## src/rtl/addsub_pkg.sv

```systemverilog
// Shared types and constants for the add/subtract result FIFO.
// Latency: n/a (types and constants only).
// Backpressure: n/a.
package addsub_pkg;

    // One stored result: value plus the flags captured at push time.
    typedef struct packed {
        logic [3:0] res;
        logic       c;
        logic       z;
        logic       n;
        logic       v;
    } entry_t;

    // Occupancy classes, derived from the FIFO count.
    typedef enum logic [1:0] {
        OCC_EMPTY   = 2'd0,
        OCC_PARTIAL = 2'd1,
        OCC_FULL    = 2'd2
    } occ_e;

    localparam int         DEPTH_DEFAULT = 4;
    localparam logic [3:0] SAT_POS       = 4'b0111;
    localparam logic [3:0] SAT_NEG       = 4'b1000;

endpackage

```

## src/rtl/addsub_flag_gen.sv

```systemverilog
// Builds a FIFO entry (result + c/z/n/v flags) from a raw adder/subtractor result.
// Latency: purely combinational, zero cycles.
// Backpressure: none; no handshake, evaluated every cycle.
// Optional macro ADDSUB_RESULT_SAT_EN clamps overflowed results to the signed limit.
module addsub_flag_gen
    import addsub_pkg::*;
(
    input  logic [3:0] a_i,
    input  logic [3:0] b_i,
    input  logic       sub_i,
    input  logic [3:0] res_i,
    input  logic       cout_i,
    output entry_t     ent_o
);

    logic       v_raw;
    logic [3:0] res_f;
    // Only the operand sign bits matter for the flags.
    logic       unused_operand_bits;

    assign unused_operand_bits = ^{a_i[2:0], b_i[2:0]};

    // Flag derivation; z/n follow the stored value, c/v describe the raw operation.
    always_comb begin
        v_raw = (a_i[3] == (b_i[3] ^ sub_i)) && (res_i[3] != a_i[3]);
`ifdef ADDSUB_RESULT_SAT_EN
        if (v_raw) begin
            res_f = a_i[3] ? SAT_NEG : SAT_POS;
        end else begin
            res_f = res_i;
        end
`else
        res_f = res_i;
`endif
        ent_o.res = res_f;
        ent_o.c   = cout_i ^ sub_i;
        ent_o.z   = (res_f == 4'd0);
        ent_o.n   = res_f[3];
        ent_o.v   = v_raw;
    end

endmodule

```

## src/rtl/addsub_result_fifo.sv

```systemverilog
// Small FIFO that captures add/subtract results with flags computed at push time.
// Latency: one cycle from push into an empty FIFO to out_valid.
// Backpressure: in_ready = not full (no full-state bypass); out_valid = not empty.
// Optional macro ADDSUB_RESULT_SAT_EN enables saturation of overflowed results.
module addsub_result_fifo
    import addsub_pkg::*;
#(
    parameter int DEPTH = DEPTH_DEFAULT
) (
    input  logic                     clk,
    input  logic                     rst_n,
    input  logic                     in_valid,
    output logic                     in_ready,
    input  logic [3:0]               in_a,
    input  logic [3:0]               in_b,
    input  logic                     in_sub,
    input  logic [3:0]               in_res,
    input  logic                     in_cout,
    output logic                     out_valid,
    input  logic                     out_ready,
    output logic [3:0]               out_res,
    output logic                     out_c,
    output logic                     out_z,
    output logic                     out_n,
    output logic                     out_v,
    output logic [$clog2(DEPTH):0]   count
);

    localparam int             AW       = $clog2(DEPTH);
    localparam int             CW       = AW + 1;
    localparam logic [CW-1:0]  FULL_CNT = CW'(DEPTH);

    entry_t          mem_q [DEPTH];
    entry_t          in_ent;
    entry_t          head;
    logic [AW-1:0]   wr_ptr_q, wr_ptr_d;
    logic [AW-1:0]   rd_ptr_q, rd_ptr_d;
    logic [CW-1:0]   count_q,  count_d;
    occ_e            occ;
    logic            push;
    logic            pop;

    addsub_flag_gen u_flag_gen (
        .a_i    (in_a),
        .b_i    (in_b),
        .sub_i  (in_sub),
        .res_i  (in_res),
        .cout_i (in_cout),
        .ent_o  (in_ent)
    );

    // Occupancy class and handshakes, all derived from the registered count.
    always_comb begin
        occ = OCC_PARTIAL;
        if (count_q == '0) begin
            occ = OCC_EMPTY;
        end else if (count_q == FULL_CNT) begin
            occ = OCC_FULL;
        end
        in_ready  = (occ != OCC_FULL);
        out_valid = (occ != OCC_EMPTY);
        push      = in_valid && in_ready;
        pop       = out_valid && out_ready;
    end

    // Next-state pointers and count; pointers wrap naturally at DEPTH.
    always_comb begin
        wr_ptr_d = wr_ptr_q;
        rd_ptr_d = rd_ptr_q;
        count_d  = count_q;
        if (push) begin
            wr_ptr_d = wr_ptr_q + 1'b1;
        end
        if (pop) begin
            rd_ptr_d = rd_ptr_q + 1'b1;
        end
        case ({push, pop})
            2'b10:   count_d = count_q + 1'b1;
            2'b01:   count_d = count_q - 1'b1;
            default: count_d = count_q;
        endcase
    end

    // Control state register; reset discards every stored entry.
    always_ff @(posedge clk) begin
        if (!rst_n) begin
            wr_ptr_q <= '0;
            rd_ptr_q <= '0;
            count_q  <= '0;
        end else begin
            wr_ptr_q <= wr_ptr_d;
            rd_ptr_q <= rd_ptr_d;
            count_q  <= count_d;
        end
    end

    // Entry storage; contents are left alone by reset since pointers invalidate them.
    always_ff @(posedge clk) begin
        if (rst_n && push) begin
            mem_q[wr_ptr_q] <= in_ent;
        end
    end

    assign head      = mem_q[rd_ptr_q];
    assign out_res   = head.res;
    assign out_c     = head.c;
    assign out_z     = head.z;
    assign out_n     = head.n;
    assign out_v     = head.v;
    assign count     = count_q;

endmodule
```

## config.mk

```make
export PLATFORM = sky130hd
export DESIGN_NAME = addsub_result_fifo
export DESIGN_NICKNAME = d
export VERILOG_FILES = /design/src/rtl/addsub_pkg.sv /design/src/rtl/addsub_flag_gen.sv /design/src/rtl/addsub_result_fifo.sv
export SDC_FILE = /design/constraint.sdc
export NUM_CORES = 1
export LEC_CHECK = 0
export ABC_CLOCK_PERIOD_IN_PS = 3800
export CORE_ASPECT_RATIO = 0.8
export CORE_MARGIN = 3
export CORE_UTILIZATION = 55
export CTS_CLUSTER_SIZE = 16
export DETAILED_ROUTE_END_ITERATION = 8
export GPL_TIMING_DRIVEN = 0
export PLACE_DENSITY_LB_ADDON = 0.15
export SYNTH_ARGS = -nofsm -noshare
export SYNTH_HDL_FRONTEND = slang
export SYNTH_HIERARCHICAL = 1
export SYNTH_SLANG_ARGS = --single-unit
```

## constraint.sdc

```tcl
create_clock -name clk -period 3.8 [get_ports clk]
set_input_delay 0.38 -clock clk [delete_from_list [all_inputs] [get_ports clk]]
set_output_delay 0.38 -clock clk [all_outputs]
set_load 0.03 [all_outputs]
```

==> reports/metrics.yaml, run 1 <==
critPathLaunchType: "flop"
skew_ps: 5.55
routed_wl_um: 2820
final_nets: 161
hp-class: "flop to flop"
crit_family: "buffers and inverters"
hold_violations: 0
synth_flop_cell: "edfxtp_1"
post_cts_buffers: 0
dp_hpwl_um: 2010
cts_sinks: 41
antenna_found_initial: 0
netlist_area_sq_mm: 0.00174
hp-start: "wr_ptr_q[1]"
outcome: "finished clean"
synth_top_area_cell: "edfxtp_1"
vias: 942
cp_cell_sequence: "buf_2 > mux4_2 > clkdlybuf4s50_1"
netlist_instances: 106
wl_per_cell_um: 16.0
io_buffers: 24
core-area_sq_mm: 0.00289
synth_edf_count: 32
setup_viol: 0
grt_pass1_vias: 995
area_growth_pct: 22.7
finalInstanceArea_sq_mm: 0.00213
cts_buffers: 5
grt_max_degree: 14
async_reset_ff_frac: 0
grt_first_pass_wirelength_um: 4740
synth_seq_cells: 41
cts_tree: "yes"
slowest_stage: "clkdlybuf4s50_1"
finalWeightedCongestion: 0.716
nFillCells: 201
cts.htree.levels: 2
cp.required_ps: 3420
fin_crit_ps: 2420
rsz0062_at_grt: "false"
ys_seq_area_frac: 0.656
grt_overflow: 0
syn_area_per_cell_sq_um: 16.4
crit_path_max_fanout: 8
drive_above_1_share: 0.196
synth_common_cells: "32 x edfxtp_1, 9 x dfxtp_1, 8 x mux4_2"
dieArea_sq_mm: 0.00388
crit_buf_inv: 2
cts_root_buf: "clkbuf_8"
rr_startpoint: "count[0]"
worstSetupPathType: "flop to output port"
ios: 31
end_kind: "output port"
ys_types: 26
place_area_sq_mm: 0.00203
fp.dieW_um: 68.9
maxSlewViolCount: 0
yosysMostFrequentCell: "edfxtp_1"
cp.arrival_ps: 2040
initialDrtViolationCount: 74
syn_nets: 130
fin_util: 0.738
synth_top_area_share: 0.553
ant_nets: 0
dieHeight_um: 56.3
totalNegativeSetupSlack_ps: 0
cts.repair.resized: 0
fmax_mhz: 413
tightest_slew_ps: 540
grt.total_usage: 0.175
holdBufCountCts: 0
viasPerCell: 5.35
dr.pass1.iters: 4
path_clk_slew_ps: 70
clk_latency_ps: 290
peakVddDrop_mv: 0.355
synthTopCellsByArea: "edfxtp_1 55%, dfxtp_1 10%, mux4_2 10%"
drv_cap: 0
fp-row-count: 17
post-route-period-util: 0.637
diodes: 0
leakage_nw: 0.751
cp_slowest_stage_delay_ps: 610
ys_warn_count: 6
drc_errors: 0
hold_ws_ps: 519
maxSlewHeadroom: 0.636
power_density_mw_per_mm2: 644
initial_core_util: 0.601
cts.path.max_buffers: 2
## area by class of cell
type,instances,area (sq um),share of cell area
sequential,41,1140,0.535
multi-input combinational,50,518,0.243
tap,38,47.5,0.0223
clock buffer,6,72.6,0.0340
timing repair buffer,24,240,0.113
clock inverter,2,35.0,0.0164
buffer,9,57.6,0.0270
inverter,6,22.5,0.0106
## report_power, final
part / switching (W) / internal, W / leakage (nW) / total, W
clock network: 0.000141 / 0.000195 / 0.0552 / 0.000335
logic: 0.000245 / 0.000223 / 0.329 / 0.000468
registers: 0.0000387 / 0.000532 / 0.366 / 0.000570
total: 0.000425 / 0.000949 / 0.751 / 0.00137
## cell usage in the layout, fill, tap and decap left out, types with 4 or more instances in the layout
cell             synthesis  final
nand2_1                  6      6
edfxtp_1                32     32
buf_4                    6      6
clkbuf_8                 0      5
dfxtp_1                  9      9
inv_1                    6      6
mux4_2                   8      8
ha_1                     5      5
and3_1                   4      4
xnor2_1                  4      4
clkdlybuf4s50_1          0     24
## logic make-up after synthesis
family                     Yosys count  synth area share
and+or+nand+nor                     21            0.0676
xor gates and xnor gates             6            0.0302
DFF                                 41             0.656
AOI/OAI and AO/OA                    6            0.0317
adders and majority gates            6            0.0475
muxes                               11             0.121
buffers and inverters               15            0.0460
## layer usage
layer | global-route usage | up-vias | wire length, um
li1 | - | 446 | -
met1 | 0.234 | 467 | 1280
met2 | 0.261 | 25 | 1350
met3 | 0.0540 | 4 | 146
met4 | 0.0806 | 0 | 41
met5 | 0 | - | 0
## worst reg2reg max path, cell delays in order (launching register included)
cell and delay [ps]:
dfxtp_1 510, o31a_2 250, ha_1 190, inv_1 60, fa_1 370, xor2_1 160, or3_1 300, a21boi_0 160
## registers in the layout, summed over array words and instances (netlist names), named ones only
name and cells:
mem_q 32, count 3, rd_ptr_q 2, wr_ptr_q 2
## final timing paths
kind	end	slack, ps	depth (start not counted)
worst max-delay path	out_z	1380	3
worst min-delay path	wr_ptr_q[1]	520	2
worst max register to register	count[2]	1730	7
worst min register to register	wr_ptr_q[1]	520	2
## per-stage QoR
step / setup slack, ps / power, W / cells
final: 1380 / 0.00137 / 176
after global routing: 1280 / 0.00145 / 176
after detailed placement: 1400 / 0.00105 / 168
after CTS: 1360 / 0.00139 / 176
after floorplan: 1720 / 0.000891 / 106
after global placement: 1470 / 0.00104 / 168
No activity file was read; power rests on OpenSTA's default activity.
==> run 2, diff against run 1 <==
--- a/config.mk
+++ b/config.mk
@@ -5,10 +5,10 @@
 export SDC_FILE = /design/constraint.sdc
 export NUM_CORES = 1
 export LEC_CHECK = 0
-export ABC_CLOCK_PERIOD_IN_PS = 3800
+export ABC_CLOCK_PERIOD_IN_PS = 1900
 export CORE_ASPECT_RATIO = 0.8
 export CORE_MARGIN = 3
-export CORE_UTILIZATION = 55
+export CORE_UTILIZATION = 46
 export CTS_CLUSTER_SIZE = 16
 export DETAILED_ROUTE_END_ITERATION = 8
 export GPL_TIMING_DRIVEN = 0
==> constraint.sdc (replaced) <==
create_clock -name clk -period 1.9 [get_ports clk]
set_input_delay 0.19 -clock clk [delete_from_list [all_inputs] [get_ports clk]]
set_output_delay 0.19 -clock clk [all_outputs]
set_load 0.03 [all_outputs]
==> run 2 against run 1 <==
Compared with the run above:
- wire length is 3.4% higher
- count of clock-buffer cells in the layout did not move
- clock power increased by 100%
==> reports/metrics.yaml, run 2 (synthesis gave the netlist of run 1 again) <==
outcome: "finished clean"
io_buffers: 24  # unchanged
grt_overflow: 0  # unchanged
fp-row-count: 19  # +2
cp.arrival_ps: 1640  # -400 ps
largest_reg_flops: 32  # unchanged
power_density_mw_per_mm2: 1280  # +99%
fin_crit_ps: 1830
vias: 948  # +0.64%
core-area_sq_mm: 0.00352  # +22%
cts.path.max_buffers: 2  # unchanged
drc_errors: 0  # unchanged
crit_path_max_fanout: 8  # unchanged
cts_root_buf: "clkbuf_8"
peakVddDrop_mv: 0.806  # +130%
path_clk_slew_ps: 70  # about the same
grt_pass1_vias: 958  # -3.7%
drv_cap: 0  # unchanged
rsz0062_at_grt: "true"
final_cell_mix: "32 x edfxtp_1, 15 x clkdlybuf4s50_1, 9 x buf_4"
wl_per_cell_um: 16.0  # about the same
cts.htree.levels: 2  # unchanged
cts_tree: "yes"
p_clk_frac: 0.245  # about the same
critPathLaunchType: "flop"
grt.total_usage: 0.149  # -0.0256
cp.required_ps: 1710  # -1710 ps
viasPerCell: 5.21  # -2.7%
final_common_cell: "edfxtp_1"
dieHeight_um: 61.0  # +8.3%
rr_startpoint: "count[1]"
fin_util: 0.620  # -0.118
holdPathStages: 2  # unchanged
fp.dieW_um: 74.7  # +8.5%
end_kind: "output port"
initial_core_util: 0.494  # -0.107
maxSlewHeadroom: 0.630  # -0.00669
hp-class: "flop to flop"
antenna_found_initial: 0  # unchanged
final_nets: 163  # +1.2%
tightest_slew_ps: 550  # +9.95 ps
cp-endpoint: "out_res[1]"
dr.pass1.iters: 4  # unchanged
ant_nets: 0  # unchanged
routed_wl_um: 2920  # +3.4%
leakage_nw: 0.782  # +4.1%
cts_sinks: 41  # unchanged
worst-r2r-setup-slack_ps: 70  # -1660 ps
grt_max_degree: 14  # unchanged
p_int_w: 0.00190  # +100%
dieArea_sq_mm: 0.00456  # +18%
r2r_end: "count[2]"
ios: 31  # unchanged
cts_buffers: 5  # unchanged
switching_share: 0.317  # +0.00789
area_growth_pct: 25.4
maxSlewViolCount: 0  # unchanged
r2r_cells: 9  # +2
holdBufCountCts: 0  # unchanged
initialDrtViolationCount: 44  # -41%
fmax_mhz: 546
post-route-period-util: 0.964
setup_viol: 0  # unchanged
grt_first_pass_wirelength_um: 4690  # -1.0%
worstSetupPathType: "flop to output port"
skew_ps: 5.56  # +0.00547 ps
power.share.combinational: 0.337  # -0.004
p_sw_w: 0.000884  # +110%
hold_ws_ps: 510  # -8.19 ps
diodes: 0  # unchanged
dp_hpwl_um: 2000  # -0.31%
drive_above_1_share: 0.307  # +0.111
clk_latency_ps: 300  # about the same
finalWeightedCongestion: 0.738  # +3.1%
seq_power_share: 0.418  # +0.003
hold_violations: 0  # unchanged
largest-register: "mem_q"
==> run 2: changes by cell type in the layout (fill, tap and decap cells not counted), moves of 2 or more <==
cell / delta
dfxtp_1: -3
buf_4: +3
clkdlybuf4s50_1: -9
clkdlybuf4s15_2: +4
dfxtp_4: +3
dlygate4sd2_1: +2
clkbuf_2: +3
==> run 2: layer usage <==
metal / up-vias / global-route usage / routed length [um]
li1: 451 / - / -
met4: 0 / 0.0685 / 49
met2: 19 / 0.248 / 1400
met3: 4 / 0.0414 / 134
met1: 474 / 0.184 / 1340
met5: - / 0 / 0
==> run 2: layout make-up <==
cell class                 count  area (sq um)
buffer                         8          60.1
sequential                    41          1150
inverter                       6          22.5
tap                           42          52.6
multi-input combinational     50           536
timing repair buffer          27           250
clock buffer                   6          72.6
fill                         265          1340
clock inverter                 2          35.0
==> run 2: timing repair <==
action                     CTS  global route
setup endpoints to repair   10             5
buffers inserted             3             0
pin swaps                    2             1
resized for setup           19            10
cloned                       0             0
==> run 2: power by group through the flow <==
stage	Sequential (W)	Clock [W]	Combinational [W]
after floorplan	0.00119	0	0.000619
after global placement	0.00117	0	0.000949
after detailed placement	0.00117	0	0.000967
after CTS	0.00116	0.000697	0.000948
after global routing	0.00118	0.000731	0.00102
final	0.00116	0.000684	0.000939
==> run 2: worst max-delay path, stage by stage, from the launching register on <==
cell	delay, ps
dfxtp_1	330
buf_6	160
mux4_2	490
dlygate4sd2_1	370
==> run 2: worst min path at each step <==
stage | to | from
after floorplan | wr_ptr_q[1] | rst_n
after global placement | wr_ptr_q[1] | wr_ptr_q[1]
after detailed placement | wr_ptr_q[0] | wr_ptr_q[0]
after CTS | wr_ptr_q[0] | wr_ptr_q[0]
after global routing | wr_ptr_q[0] | wr_ptr_q[0]
final | wr_ptr_q[1] | wr_ptr_q[1]
==> run 2: stage by stage <==
stage               power [W]  cell area, sq um  setup TNS [ps]  cells  worst slack [ps]
floorplan             0.00181              1760               0    106             0.145
global placement      0.00212              2050            -604    172              -218
detailed placement    0.00214              2050           -1190    172              -249
CTS                   0.00280              2180               0    182              3.58
global route          0.00293              2180           -43.9    182             -43.9
finish                0.00279              2180               0    182              68.2
